`config.mk`:
```
export PLATFORM = sky130hd
export DESIGN_NAME = hci_streamer_job_sequencer
export DESIGN_NICKNAME = d
export VERILOG_FILES = /design/src/rtl/hci_streamer_job_sequencer_pkg.sv /design/src/rtl/hci_job_fifo.sv /design/src/rtl/hci_streamer_job_sequencer.sv
export SDC_FILE = /design/constraint.sdc
export NUM_CORES = 1
export LEC_CHECK = 0
export CORE_ASPECT_RATIO = 1.25
export CORE_UTILIZATION = 49
export DETAILED_ROUTE_END_ITERATION = 12
export GPL_ROUTABILITY_DRIVEN = 1
export PLACE_DENSITY = 0.75
export SLEW_MARGIN = 25
export SYNTH_ARGS = -nofsm -noshare
export SYNTH_HDL_FRONTEND = slang
export SYNTH_SLANG_ARGS = --single-unit
```
`constraint.sdc`:
```
create_clock -name clk_i -period 2.5 [get_ports clk_i]
set_input_delay 0.75 -clock clk_i [delete_from_list [all_inputs] [get_ports clk_i]]
set_output_delay 0.75 -clock clk_i [all_outputs]
set_load 0.005 [all_outputs]
```
`src/rtl/hci_streamer_job_sequencer_pkg.sv`:
```
// rtl/hci_streamer_job_sequencer_pkg.sv - streamer control/status types and sequencer states
package hci_streamer_job_sequencer_pkg;

  typedef struct packed {
    logic [31:0] base_addr;
    logic [15:0] tot_len;
    logic [15:0] d0_stride;
  } ctrl_addressgen_v3_t;

  typedef struct packed {
    logic                req_start;
    ctrl_addressgen_v3_t addressgen_ctrl;
  } hci_streamer_ctrl_t;

  typedef struct packed {
    logic ready_start;
    logic done;
  } hci_streamer_flags_t;

  typedef enum logic [1:0] {
    SEQ_IDLE,
    SEQ_ISSUE,
    SEQ_WAIT
  } hci_seq_state_t;

endpackage

```
`src/rtl/hci_job_fifo.sv`:
```
// rtl/hci_job_fifo.sv - job queue with fall-through head and registered full/empty
module hci_job_fifo #(
  parameter type         T     = logic,
  parameter int unsigned DEPTH = 4
) (
  input  logic                   clk_i,
  input  logic                   rst_i,
  input  logic                   clear_i,
  input  logic                   push_i,
  input  T                       data_i,
  input  logic                   pop_i,
  output T                       head_o,
  output logic                   full_o,
  output logic                   empty_o,
  output logic [$clog2(DEPTH):0] count_o
);

  localparam int unsigned AW = $clog2(DEPTH);

  T              mem [DEPTH];
  logic [AW-1:0] wr_ptr;
  logic [AW-1:0] rd_ptr;
  logic [AW:0]   count_q;
  logic [AW:0]   count_d;
  logic          push_ok;
  logic          pop_ok;

  // A full queue refuses pushes even when a pop frees a slot in the same cycle.
  assign push_ok = push_i & ~full_o;
  assign pop_ok  = pop_i & ~empty_o;

  always_comb begin
    count_d = count_q;
    if (push_ok && !pop_ok) count_d = count_q + (AW+1)'(1);
    else if (pop_ok && !push_ok) count_d = count_q - (AW+1)'(1);
  end

  always_ff @(posedge clk_i or posedge rst_i) begin
    if (rst_i) begin
      wr_ptr  <= '0;
      rd_ptr  <= '0;
      count_q <= '0;
      full_o  <= 1'b0;
      empty_o <= 1'b1;
    end else if (clear_i) begin
      wr_ptr  <= '0;
      rd_ptr  <= '0;
      count_q <= '0;
      full_o  <= 1'b0;
      empty_o <= 1'b1;
    end else begin
      if (push_ok) wr_ptr <= wr_ptr + AW'(1);
      if (pop_ok) rd_ptr <= rd_ptr + AW'(1);
      count_q <= count_d;
      full_o  <= (count_d == (AW+1)'(DEPTH));
      empty_o <= (count_d == '0);
    end
  end

  always_ff @(posedge clk_i) begin
    if (push_ok) mem[wr_ptr] <= data_i;
  end

  assign head_o  = mem[rd_ptr];
  assign count_o = count_q;

endmodule

```
`src/rtl/hci_streamer_job_sequencer.sv`:
```
// rtl/hci_streamer_job_sequencer.sv - issues queued address-generator jobs to an HCI streamer
module hci_streamer_job_sequencer
  import hci_streamer_job_sequencer_pkg::*;
#(
  parameter int unsigned JOB_DEPTH   = 4,
  parameter int unsigned CNT_W       = 16,
  parameter int unsigned TIMEOUT_CYC = 0
) (
  input  logic                clk_i,
  input  logic                rst_i,
  input  logic                clear_i,
  input  logic                job_valid_i,
  output logic                job_ready_o,
  input  ctrl_addressgen_v3_t job_i,
  output hci_streamer_ctrl_t  ctrl_o,
  input  hci_streamer_flags_t flags_i,
  output logic                busy_o,
  output logic                job_done_o,
  output logic [CNT_W-1:0]    done_cnt_o,
  output logic                err_timeout_o
);

  localparam int unsigned QW      = $clog2(JOB_DEPTH) + 1;
  localparam int unsigned WD_W    = (TIMEOUT_CYC > 1) ? $clog2(TIMEOUT_CYC) : 1;
  localparam int unsigned WD_LAST = (TIMEOUT_CYC > 0) ? TIMEOUT_CYC - 1 : 0;

  hci_seq_state_t      state, state_d;
  ctrl_addressgen_v3_t head;
  logic                full, empty;
  logic [QW-1:0]       fifo_count;
  logic                push_acc, pop;
  logic                done_hit, timeout_hit;
  logic [WD_W-1:0]     wd_cnt;

  hci_job_fifo #(
    .T     (ctrl_addressgen_v3_t),
    .DEPTH (JOB_DEPTH)
  ) i_fifo (
    .clk_i   (clk_i),
    .rst_i   (rst_i),
    .clear_i (clear_i),
    .push_i  (job_valid_i),
    .data_i  (job_i),
    .pop_i   (pop),
    .head_o  (head),
    .full_o  (full),
    .empty_o (empty),
    .count_o (fifo_count)
  );

  assign job_ready_o = ~full;
  assign push_acc    = job_valid_i & ~full;
  assign busy_o      = ~empty | (state != SEQ_IDLE);

  always_comb begin
    state_d     = state;
    pop         = 1'b0;
    done_hit    = 1'b0;
    timeout_hit = 1'b0;
    unique case (state)
      SEQ_IDLE:  if (!empty) state_d = SEQ_ISSUE;
      SEQ_ISSUE: if (flags_i.ready_start) state_d = SEQ_WAIT;
      SEQ_WAIT: begin
        // done beats a watchdog expiry landing in the same cycle
        done_hit    = flags_i.done;
        timeout_hit = !flags_i.done && (TIMEOUT_CYC != 0) && (wd_cnt == WD_W'(WD_LAST));
        pop         = done_hit | timeout_hit;
        if (pop) state_d = (fifo_count > QW'(1) || push_acc) ? SEQ_ISSUE : SEQ_IDLE;
      end
      default: state_d = SEQ_IDLE;
    endcase
  end

  always_comb begin
    ctrl_o           = '0;
    ctrl_o.req_start = (state == SEQ_ISSUE);
    if (state != SEQ_IDLE) ctrl_o.addressgen_ctrl = head;
  end

  always_ff @(posedge clk_i or posedge rst_i) begin
    if (rst_i) begin
      state         <= SEQ_IDLE;
      wd_cnt        <= '0;
      job_done_o    <= 1'b0;
      done_cnt_o    <= '0;
      err_timeout_o <= 1'b0;
    end else if (clear_i) begin
      state         <= SEQ_IDLE;
      wd_cnt        <= '0;
      job_done_o    <= 1'b0;
      done_cnt_o    <= '0;
      err_timeout_o <= 1'b0;
    end else begin
      state      <= state_d;
      job_done_o <= done_hit;
      if (done_hit) done_cnt_o <= done_cnt_o + CNT_W'(1);
      if (timeout_hit) err_timeout_o <= 1'b1;
      wd_cnt <= (state == SEQ_WAIT) ? wd_cnt + WD_W'(1) : '0;
    end
  end

endmodule
```
==> results of run 1 <==
[synth_stat cells (3+ instances only)]
| cell type | instances |
|---|---|
| sky130_fd_sc_hd__and2_1 | 4 |
| sky130_fd_sc_hd__o21ai_0 | 3 |
| sky130_fd_sc_hd__nand3_1 | 6 |
| sky130_fd_sc_hd__clkbuf_1 | 17 |
| sky130_fd_sc_hd__buf_2 | 11 |
| sky130_fd_sc_hd__a211oi_1 | 3 |
| sky130_fd_sc_hd__nor2b_1 | 67 |
| sky130_fd_sc_hd__nor3_1 | 4 |
| sky130_fd_sc_hd__edfxtp_1 | 256 |
| sky130_fd_sc_hd__ha_1 | 7 |
| sky130_fd_sc_hd__a21oi_1 | 8 |
| sky130_fd_sc_hd__nand4_1 | 5 |
| sky130_fd_sc_hd__and3_1 | 3 |
| sky130_fd_sc_hd__xor2_1 | 6 |
| sky130_fd_sc_hd__and4_1 | 3 |
| sky130_fd_sc_hd__xnor2_1 | 8 |
| sky130_fd_sc_hd__nor2_1 | 23 |
| sky130_fd_sc_hd__inv_1 | 7 |
| sky130_fd_sc_hd__dfrtp_1 | 27 |
| sky130_fd_sc_hd__nand2_1 | 10 |
| sky130_fd_sc_hd__mux4_2 | 64 |
[cells by family (layout without fill, tap and decap cells)]
group,after synthesis,after routing,synth area share [%]
AO/OA/AOI/OAI,24,24,1.42
XOR/XNOR,14,14,1.09
adder cells (fa/ha/maj),8,8,0.870
buffers and inverters,40,264,1.63
flip-flops,284,284,74.8
multiplexers,65,65,13.0
other,1,2,0.0334
AND/OR/NAND/NOR,139,139,7.22
[worst max path at each step]
stage	from	to	slack, ns	cells past startpoint
4_1_cts	i_fifo.rd_ptr[0]	ctrl_o[26]	-0.42	6
3_5_place_dp	i_fifo.rd_ptr[0]	ctrl_o[38]	-0.15	4
5_1_grt	i_fifo.rd_ptr[0]	ctrl_o[49]	-0.45	6
2_1_floorplan	job_valid_i	i_fifo.mem[0][0]	0.11	3
6_report	i_fifo.rd_ptr[0]	ctrl_o[58]	-0.39	6
3_3_place_gp	i_fifo.rd_ptr[0]	ctrl_o[40]	-0.13	4
[metal layers]
| layer | vias up | global-route usage (%) |
|---|---|---|
| met4 | 2 | 5.49 |
| li1 | 2680 | - |
| met5 | - | 0 |
| met3 | 36 | 3.05 |
| met1 | 3100 | 26.0 |
| met2 | 150 | 36.3 |
[power breakdown]
| group | total [W] | internal (W) | switching (W) |
|---|---|---|---|
| sequential | 0.00548 | 0.00542 | 0.0000617 |
| combinational | 0.00120 | 0.000610 | 0.000586 |
| clock | 0.00393 | 0.00222 | 0.00171 |
[flip-flops by register name, summed over array words and instances (netlist names)]
signal          flops
i_fifo.mem        256
done_cnt_o         16
i_fifo.count_o      3
i_fifo.rd_ptr       2
i_fifo.wr_ptr       2
state               2
i_fifo.empty_o      1
i_fifo.full_o       1
job_done_o          1
[what timing repair did]
action,in CTS,in global routing
hold buffers,0,0
setup buffers,19,3
endpoints found under the setup margin,66,64
cloned,7,0
pin swaps,1,0
resized for setup,307,19
[final cells by class]
cell class                      instances  area (sq um)
Antenna cell                            1          2.50
Clock buffer                           33           741
Clock inverter                         18           121
Fill cell                            1472          7790
Inverter                                7          26.3
Multi-Input combinational cell        251          2860
Sequential cell                       284          8400
Tap cell                              283           354
Timing Repair Buffer                  206          2080
[through the flow]
stage	setup slack, ns	utilization [%]	cell area (sq um)	hold slack (ns)
3_5_place_dp	-0.154	60.3	13500	0.567
6_report	-0.395	65.2	14600	0.561
2_1_floorplan	0.107	-	11200	0.540
5_1_grt	-0.454	65.2	14600	0.582
4_1_cts	-0.420	65.6	14700	0.569
3_3_place_gp	-0.127	60.3	13500	0.552
==> results_dict.tcl, run 1 <==
set metrics [dict create \
    chipHeight_um 171 \
    worstSetupPathType "reg -> out" \
    io_pins 155 \
    post_route_cells_drive_above_1_share_pct 33.2 \
    dr.max_layer_used "met5" \
    setup_slack_of_the_worst_register_to_register_path_ns 0.70 \
    setup_tns_ns -18.86 \
    gp_congestion 0.870 \
    synth.lib_cells_used.distinct 48 \
    synth.cell_area_sq_um 11200 \
    groute.usage.overall_pct 20.4 \
    unrepaired_setup_endpoints_after_global_routing "yes" \
    reg_clk_slew_reported_paths_ns 0.06 \
    slowest_delay_ns 0.50 \
    outcome "finished, violations left" \
    postSynthAreaPerCell_sq_um 19.5 \
    grt_antenna_before_repair 2 \
    ys_seq_area_share_pct 74.8 \
    routed_wl_um 22700 \
    critical_path.max_fanout 7 \
    finalCriticalPeriod_ns 2.89 \
    finish.net_count 855 \
    worst-endpoint-arrival_ns 2.14 \
    power.ir.vdd_worst_v 0.000598 \
    largest_net_degree_at_the_start_of_global_routing 36 \
    worst_slew_pin_slew_ns 0.551 \
    path_cells "buf_12, buf_12, buf_6, mux4_2, nor2b_4, buf_2" \
    fp.dieW_um 137 \
    tritoncts "yes" \
    startpoint_of_the_most_critical_register_to_register_path "state[0]" \
    grt_pass1_vias 6390 \
    crit_path_end_kind "output pin" \
    initial_core_util_pct 50.2 \
    violations_in_the_final_reports "setup timing" \
    numCtsBuffers 28 \
    h_tree_levels 1 \
    critPathMostFrequentCell "sky130_fd_sc_hd__buf_12" \
    num_rows 61 \
    route.detailed.wl_per_inst_um 20.9 \
    worst_hold_path_type "in -> async" \
    timing.critical_path.buf_inv 4 \
    number_of_synthesized_register_bits 284 \
    post_layout_nonfiller_instances 1083 \
    placement.io_buffers 153 \
    power_leakage_nw 5.11 \
    critical_path.startpoint_type "register" \
    post_synth_inst_count 575 \
    firstDrtPassIters 4 \
    cts.sinks 284 \
    route.met3.wl_um 1080 \
    final_common_cell "sky130_fd_sc_hd__edfxtp_1" \
    yosys-top-cells-area "sky130_fd_sc_hd__edfxtp_1 69%, sky130_fd_sc_hd__mux4_2 13%, sky130_fd_sc_hd__dfrtp_1 6.0%" \
    via_count 5968 \
    drt_drc_violations_left 0 \
    r2r-end "i_fifo.empty_o" \
    cp_top_family "buffers and inverters" \
    area_growth_syn_to_layout_pct 29.9 \
    grt.overflow.total 0 \
    netlist.area_leader.share_pct 68.5 \
    ys.flop_type "sky130_fd_sc_hd__edfxtp_1" \
    fin_total_pwr_w 0.0106 \
    met1Wirelength_um 9060 \
    layout_setup_ws_ns -0.395 \
    synth_top_area_cell "sky130_fd_sc_hd__edfxtp_1" \
    via_per_inst 5.51 \
    clock-skew-final_ns 0.0171 \
    final_min_period_over_clock_period_pct 116 \
    ys.warnings.count 0 \
    synth_async_sr_flop_share_pct 9.86 \
    max_freq_mhz 345 \
    dr_wl_met2_um 12100 \
    clock-root-buffer "sky130_fd_sc_hd__clkbuf_16" \
    max_capacitance_violation_count 0 \
    r2r_cells 5 \
    ctsLongestPathBuffers 3 \
    crit_required_ns 1.75 \
    place.detailed.hpwl_um 14100 \
    finalSetupViolCount 64 \
    powerDensity_nw_per_um2 727 \
    inst_count_dp 1011 \
    dr.first_iter.drc_count 354 \
    timing.max_slew.rel_slack_pct 63.3 \
    final_cell_mix "256 x sky130_fd_sc_hd__edfxtp_1, 87 x sky130_fd_sc_hd__clkdlybuf4s50_1, 64 x sky130_fd_sc_hd__mux4_2" \
    hold_violations 0 \
    synth.net_count 652 \
    final_number_of_max_transition_violations 0 \
    worst_skew_pair.late_latency_ns 0.54 \
    antenna_violating_nets_post_route 0 \
    grt_first_pass_wirelength_um 35800 \
    synth_edf_count 256 \
    critPathSlowestCell "sky130_fd_sc_hd__dfrtp_4" \
    die_area_sq_um 23500 \
    core_area_sq_um 22400 \
]
Note: power is estimated with default switching activity, not from simulation.
==> inputs of run 2 (changes only) <==
--- a/config.mk
+++ b/config.mk
@@ -9,6 +9,7 @@
 export CORE_UTILIZATION = 49
 export DETAILED_ROUTE_END_ITERATION = 12
 export GPL_ROUTABILITY_DRIVEN = 1
+export HOLD_SLACK_MARGIN = 0.1
 export PLACE_DENSITY = 0.75
 export SLEW_MARGIN = 25
 export SYNTH_ARGS = -nofsm -noshare
==> results of run 2 <==
No change in the layout: final DEF, timing and power equal those of run 1.
